### src/rtl/seq_sreg_pkg.sv
// Shared definitions for the serial shift-register transmit/receive blocks.
package seq_sreg_pkg;

  localparam int SREG_NBITS = 8;

  typedef enum logic {
    IDLE  = 1'b0,
    SHIFT = 1'b1
  } piso_state_t;

endpackage

### src/rtl/seq_sreg_piso_dpath.sv
// Loadable MSB-first left-shift register with a bits-remaining down-counter.
module seq_sreg_piso_dpath
  import seq_sreg_pkg::*;
#(
  parameter int NBITS = SREG_NBITS
) (
  input  logic             clk,
  input  logic             reset,
  input  logic             load,
  input  logic             shift,
  input  logic             clear,
  input  logic [NBITS-1:0] pin,
  output logic             msb,
  output logic             cnt_is_one
);

  localparam int CW = $clog2(NBITS + 1);

  logic [NBITS-1:0] sreg;
  logic [CW-1:0]    cnt;

  // load wins over clear so a back-to-back word is never dropped at the frame boundary
  always_ff @(posedge clk) begin
    if (reset) begin
      sreg <= '0;
      cnt  <= '0;
    end else if (load) begin
      sreg <= pin;
      cnt  <= CW'(NBITS);
    end else if (clear) begin
      sreg <= '0;
      cnt  <= '0;
    end else if (shift) begin
      sreg <= {sreg[NBITS-2:0], 1'b0};
      cnt  <= cnt - CW'(1);
    end
  end

  assign msb        = sreg[NBITS-1];
  assign cnt_is_one = (cnt == CW'(1));

endmodule

### src/rtl/seq_sreg_piso_tx.sv
// Parallel-in serial-out transmitter: val/rdy word intake, MSB-first serial output with stall.
module seq_sreg_piso_tx
  import seq_sreg_pkg::*;
#(
  parameter int NBITS = SREG_NBITS
) (
  input  logic             clk,
  input  logic             reset,
  input  logic             in_val,
  output logic             in_rdy,
  input  logic [NBITS-1:0] pin,
  input  logic             stall,
  output logic             sout,
  output logic             sout_en,
  output logic             busy
);

  piso_state_t state, state_next;
  logic        msb;
  logic        cnt_is_one;
  logic        last_bit;
  logic        handshake;
  logic        load;
  logic        shift;
  logic        clear;

  // last_bit: the final bit of the frame is actually emitted this cycle
  assign last_bit  = (state == SHIFT) && !stall && cnt_is_one;
  assign in_rdy    = !reset && ((state == IDLE) || last_bit);
  assign handshake = in_val && in_rdy;
  assign load      = handshake;
  assign shift     = (state == SHIFT) && !stall && !cnt_is_one;
  assign clear     = last_bit && !in_val;

  seq_sreg_piso_dpath #(
    .NBITS(NBITS)
  ) u_dpath (
    .clk        (clk),
    .reset      (reset),
    .load       (load),
    .shift      (shift),
    .clear      (clear),
    .pin        (pin),
    .msb        (msb),
    .cnt_is_one (cnt_is_one)
  );

  always_ff @(posedge clk) begin
    if (reset) state <= IDLE;
    else       state <= state_next;
  end

  always_comb begin
    state_next = state;
    case (state)
      IDLE:    if (handshake) state_next = SHIFT;
      SHIFT:   if (last_bit && !in_val) state_next = IDLE;
      default: state_next = IDLE;
    endcase
  end

  always_comb begin
    sout    = 1'b0;
    sout_en = 1'b0;
    busy    = 1'b0;
    if (state == SHIFT) begin
      sout    = msb;
      sout_en = !stall;
      busy    = 1'b1;
    end
  end

endmodule
### config.mk
export PLATFORM = sky130hd
export DESIGN_NAME = seq_sreg_piso_tx
export DESIGN_NICKNAME = d
export VERILOG_FILES = /design/src/rtl/seq_sreg_pkg.sv /design/src/rtl/seq_sreg_piso_dpath.sv /design/src/rtl/seq_sreg_piso_tx.sv
export SDC_FILE = /design/constraint.sdc
export NUM_CORES = 1
export LEC_CHECK = 0
export CORE_MARGIN = 3
export CORE_UTILIZATION = 35
export CTS_CLUSTER_SIZE = 8
export DETAILED_ROUTE_END_ITERATION = 10
export PLACE_DENSITY = 0.63
export SLEW_MARGIN = 10
export SYNTH_ARGS = -nofsm -noshare
export SYNTH_HDL_FRONTEND = slang
export SYNTH_SLANG_ARGS = --single-unit
### constraint.sdc
create_clock -name clk -period 3.9 [get_ports clk]
set_input_delay 0.585 -clock clk [delete_from_list [all_inputs] [get_ports clk]]
set_output_delay 0.585 -clock clk [all_outputs]
set_load 0.02 [all_outputs]
==> flow_summary.yaml <==
global_routing:
  track_usage_pct: 14.8
  grt_pass1_wl_mm: 2.84
  grt-ovfl-total: 0
  use_met3_pct: 6.82
  use_met1_pct: 20.5
  antenna_found_initial: 0
  grt_max_degree: 19
  grt_pass1_vias: 627
  grt_util_met2_pct: 19.8
  busiest_layer: "met1"
synthesis:
  synth.top_cell.area_share_pct: 37.5
  ys_top_cells_by_count: "dfxtp_1 (13), nand3_1 (11), a31oi_1 (7)"
  synth_area_leaders: "dfxtp_1 (37%), nand3_1 (7.9%), a31oi_1 (6.3%)"
  ys_seq_area_share_pct: 37.5
  syn_nets: 95
  async_flop_share_pct: 0
  ys_types: 25
  synth_area_leader_cell: "dfxtp_1"
  synth.most_common_cell: "dfxtp_1"
  synth-main-ff-cell: "dfxtp_1"
  yosysWarnings: 0
  ys_seq_elements: 13
  synth_edf_count: 0
  synth_area_um2: 694
  syn_area_per_cell_um2: 8.57
  syn_inst: 81
placement:
  hpwl_mm: 1.18
  routabilityCongestion: 0.800
  port_buffers: 15
drt:
  first_iter_violations: 23
  vias_per_cell: 5.31
  vias: 643
  dr.pass1.iters: 4
  wirelength_mm: 1.66
  drt-wirelength-per-cell_um: 13.7
  final_antenna_net_count: 0
  drc: 0
setup_path:
  regToRegStartpoint: "u_dpath.cnt[1]$_SDFFE_PP0P_"
  crit_path_end_kind: "primary output"
  reg2reg_to: "u_dpath.sreg[7]$_SDFFE_PP0P_"
  cp_max_fo: 7
  critical-path-max-stage-delay_ps: 630
  cp_data_arrival_time_ps: 2390
  path_depth: 6
  path_buf_inv: 2
  cp_cell_sequence: "inv_1 > ha_1 > or3b_1 > o21ai_1 > nor2b_1 > clkdlybuf4s50_1"
  cp.required_ps: 3310
  r2r_slack_ps: 2310
  cp-start-kind: "register"
  crit_type: "register to primary output"
  worst-r2r-cell-count: 5
  slowest_stage: "clkdlybuf4s50_1"
  cp_top_family: "buffers and inverters"
timing:
  post-route-min-period_ps: 2980
  setup_viol: 0
  drv_slew: 0
  period_share_pct: 76.4
  rsz0062_at_grt: "false"
  slew_headroom_pct: 71.3
  tns_ps: 0
  max_freq_mhz: 336
  finalHoldViolCount: 0
  tightest_slew_ps: 429
  fin_worst_skew_ps: 0.900
cts:
  clk_pin_slew_ps: 80
  tritoncts.num_buffers: 3
  post_cts_buffers: 0
  cts_tree: "built"
  root_buffer: "clkbuf_4"
  ctsLongestPathBuffers: 2
  h-tree-depth: 1
  insertion_delay_ps: 280
  cts_sinks: 13
  ctsResizeCount: 0
  cts_hold_buf: 0
finish:
  regArea_um2: 260
  area.growth.synth_to_final_pct: 27.0
  drive_gt1_share_pct: 6.25
  nNetsFinal: 111
  multi_input_area_um2: 384
  nFillCells: 187
  antennaDiodeCount: 0
  final_core_util_pct: 49.0
pwr:
  vdd_drop_max_mv: 0.225
  cellLeakagePower_uw: 0.000305
  power.density_nw_per_um2: 328
floorplanning:
  ios: 16
  die_w_um: 50.5
  start_util_pct: 38.5
  die_area_um2: 2550
  rows: 15
  die_height_um: 50.5
  coreArea_um2: 1800
min_path:
  worstHoldEndpoint: "u_dpath.sreg[1]$_SDFFE_PP0P_"
  worstHoldStart: "u_dpath.sreg[0]$_SDFFE_PP0P_"
  min_delay_path_depth: 2
  hp-class: "register to register"
flow_run:
  drv_cap: 0
outcome:
  status: "finished, final reports clean"
power by group:
part	total (uW)	internal, uW	leakage (uW)	switching (uW)
Sequential	149	142	0.000107	7.47
Clock	83.4	39.7	0.0000150	43.6
Combinational	57.0	29.2	0.000183	27.8
Total	290	211	0.000305	78.9
metrics by stage:
stage	setup WS (ps)	total power (uW)	instance area, um2	cells	hold WS, ps
3_5_place_dp	1150	209	856	117	481
2_1_floorplan	1780	185	694	81	445
3_3_place_gp	1160	209	856	117	467
4_1_cts	917	292	882	121	493
6_report	922	290	882	121	492
5_1_grt	758	308	882	121	526
placed cells by master (no fill, tap or decap), types with 3 or more instances in the layout:
cell type	count
clkbuf_4	3
a21oi_1	4
or3_1	4
o21ai_0	3
inv_1	5
nand3_1	11
a31oi_1	7
nand2b_1	4
clkdlybuf4s50_1	15
dfxtp_1	13
o211ai_1	5
registers in the layout, indices dropped and copies added, names as in the netlist:
register	count
state	1
u_dpath.cnt	4
u_dpath.sreg	8
worst max-delay path by stage:
stage | endpoint | slack [ps] | startpoint
finish | in_rdy | 920 | u_dpath.cnt[1]$_SDFFE_PP0P_
global route | in_rdy | 760 | u_dpath.cnt[1]$_SDFFE_PP0P_
CTS | in_rdy | 920 | u_dpath.cnt[1]$_SDFFE_PP0P_
detailed placement | sout_en | 1150 | stall
global placement | sout_en | 1160 | stall
floorplan | in_rdy | 1780 | u_dpath.cnt[1]$_SDFFE_PP0P_
cells by family (layout without fill, tap and decap cells):
family	after synthesis	in the layout	synth area share, %
flip-flops	13	13	37.5
AO/OA/AOI/OAI	23	23	21.4
adder cells (fa/ha/maj)	2	2	3.60
AND/OR/NAND/NOR	32	32	30.3
buffers and inverters	11	26	7.21
cell type report:
class                           instances  area share, %
Timing Repair Buffer                   16           17.9
Sequential cell                        13           29.5
Tap cell                               25           3.55
Multi-Input combinational cell         57           43.5
Clock buffer                            4           2.98
Inverter                                6           2.55
tightest hold or removal path: stages, from the launching register on:
cell and delay, ps:
dfxtp_1 320, nand3_1 60, a31oi_1 60
layer usage:
metal | vias to the layer above | routed length, um
li1 | 332 | -
met1 | 281 | 811
met2 | 28 | 704
met3 | 2 | 133
met4 | 0 | 13
met5 | - | 0
(Power assumes the default switching activity.)
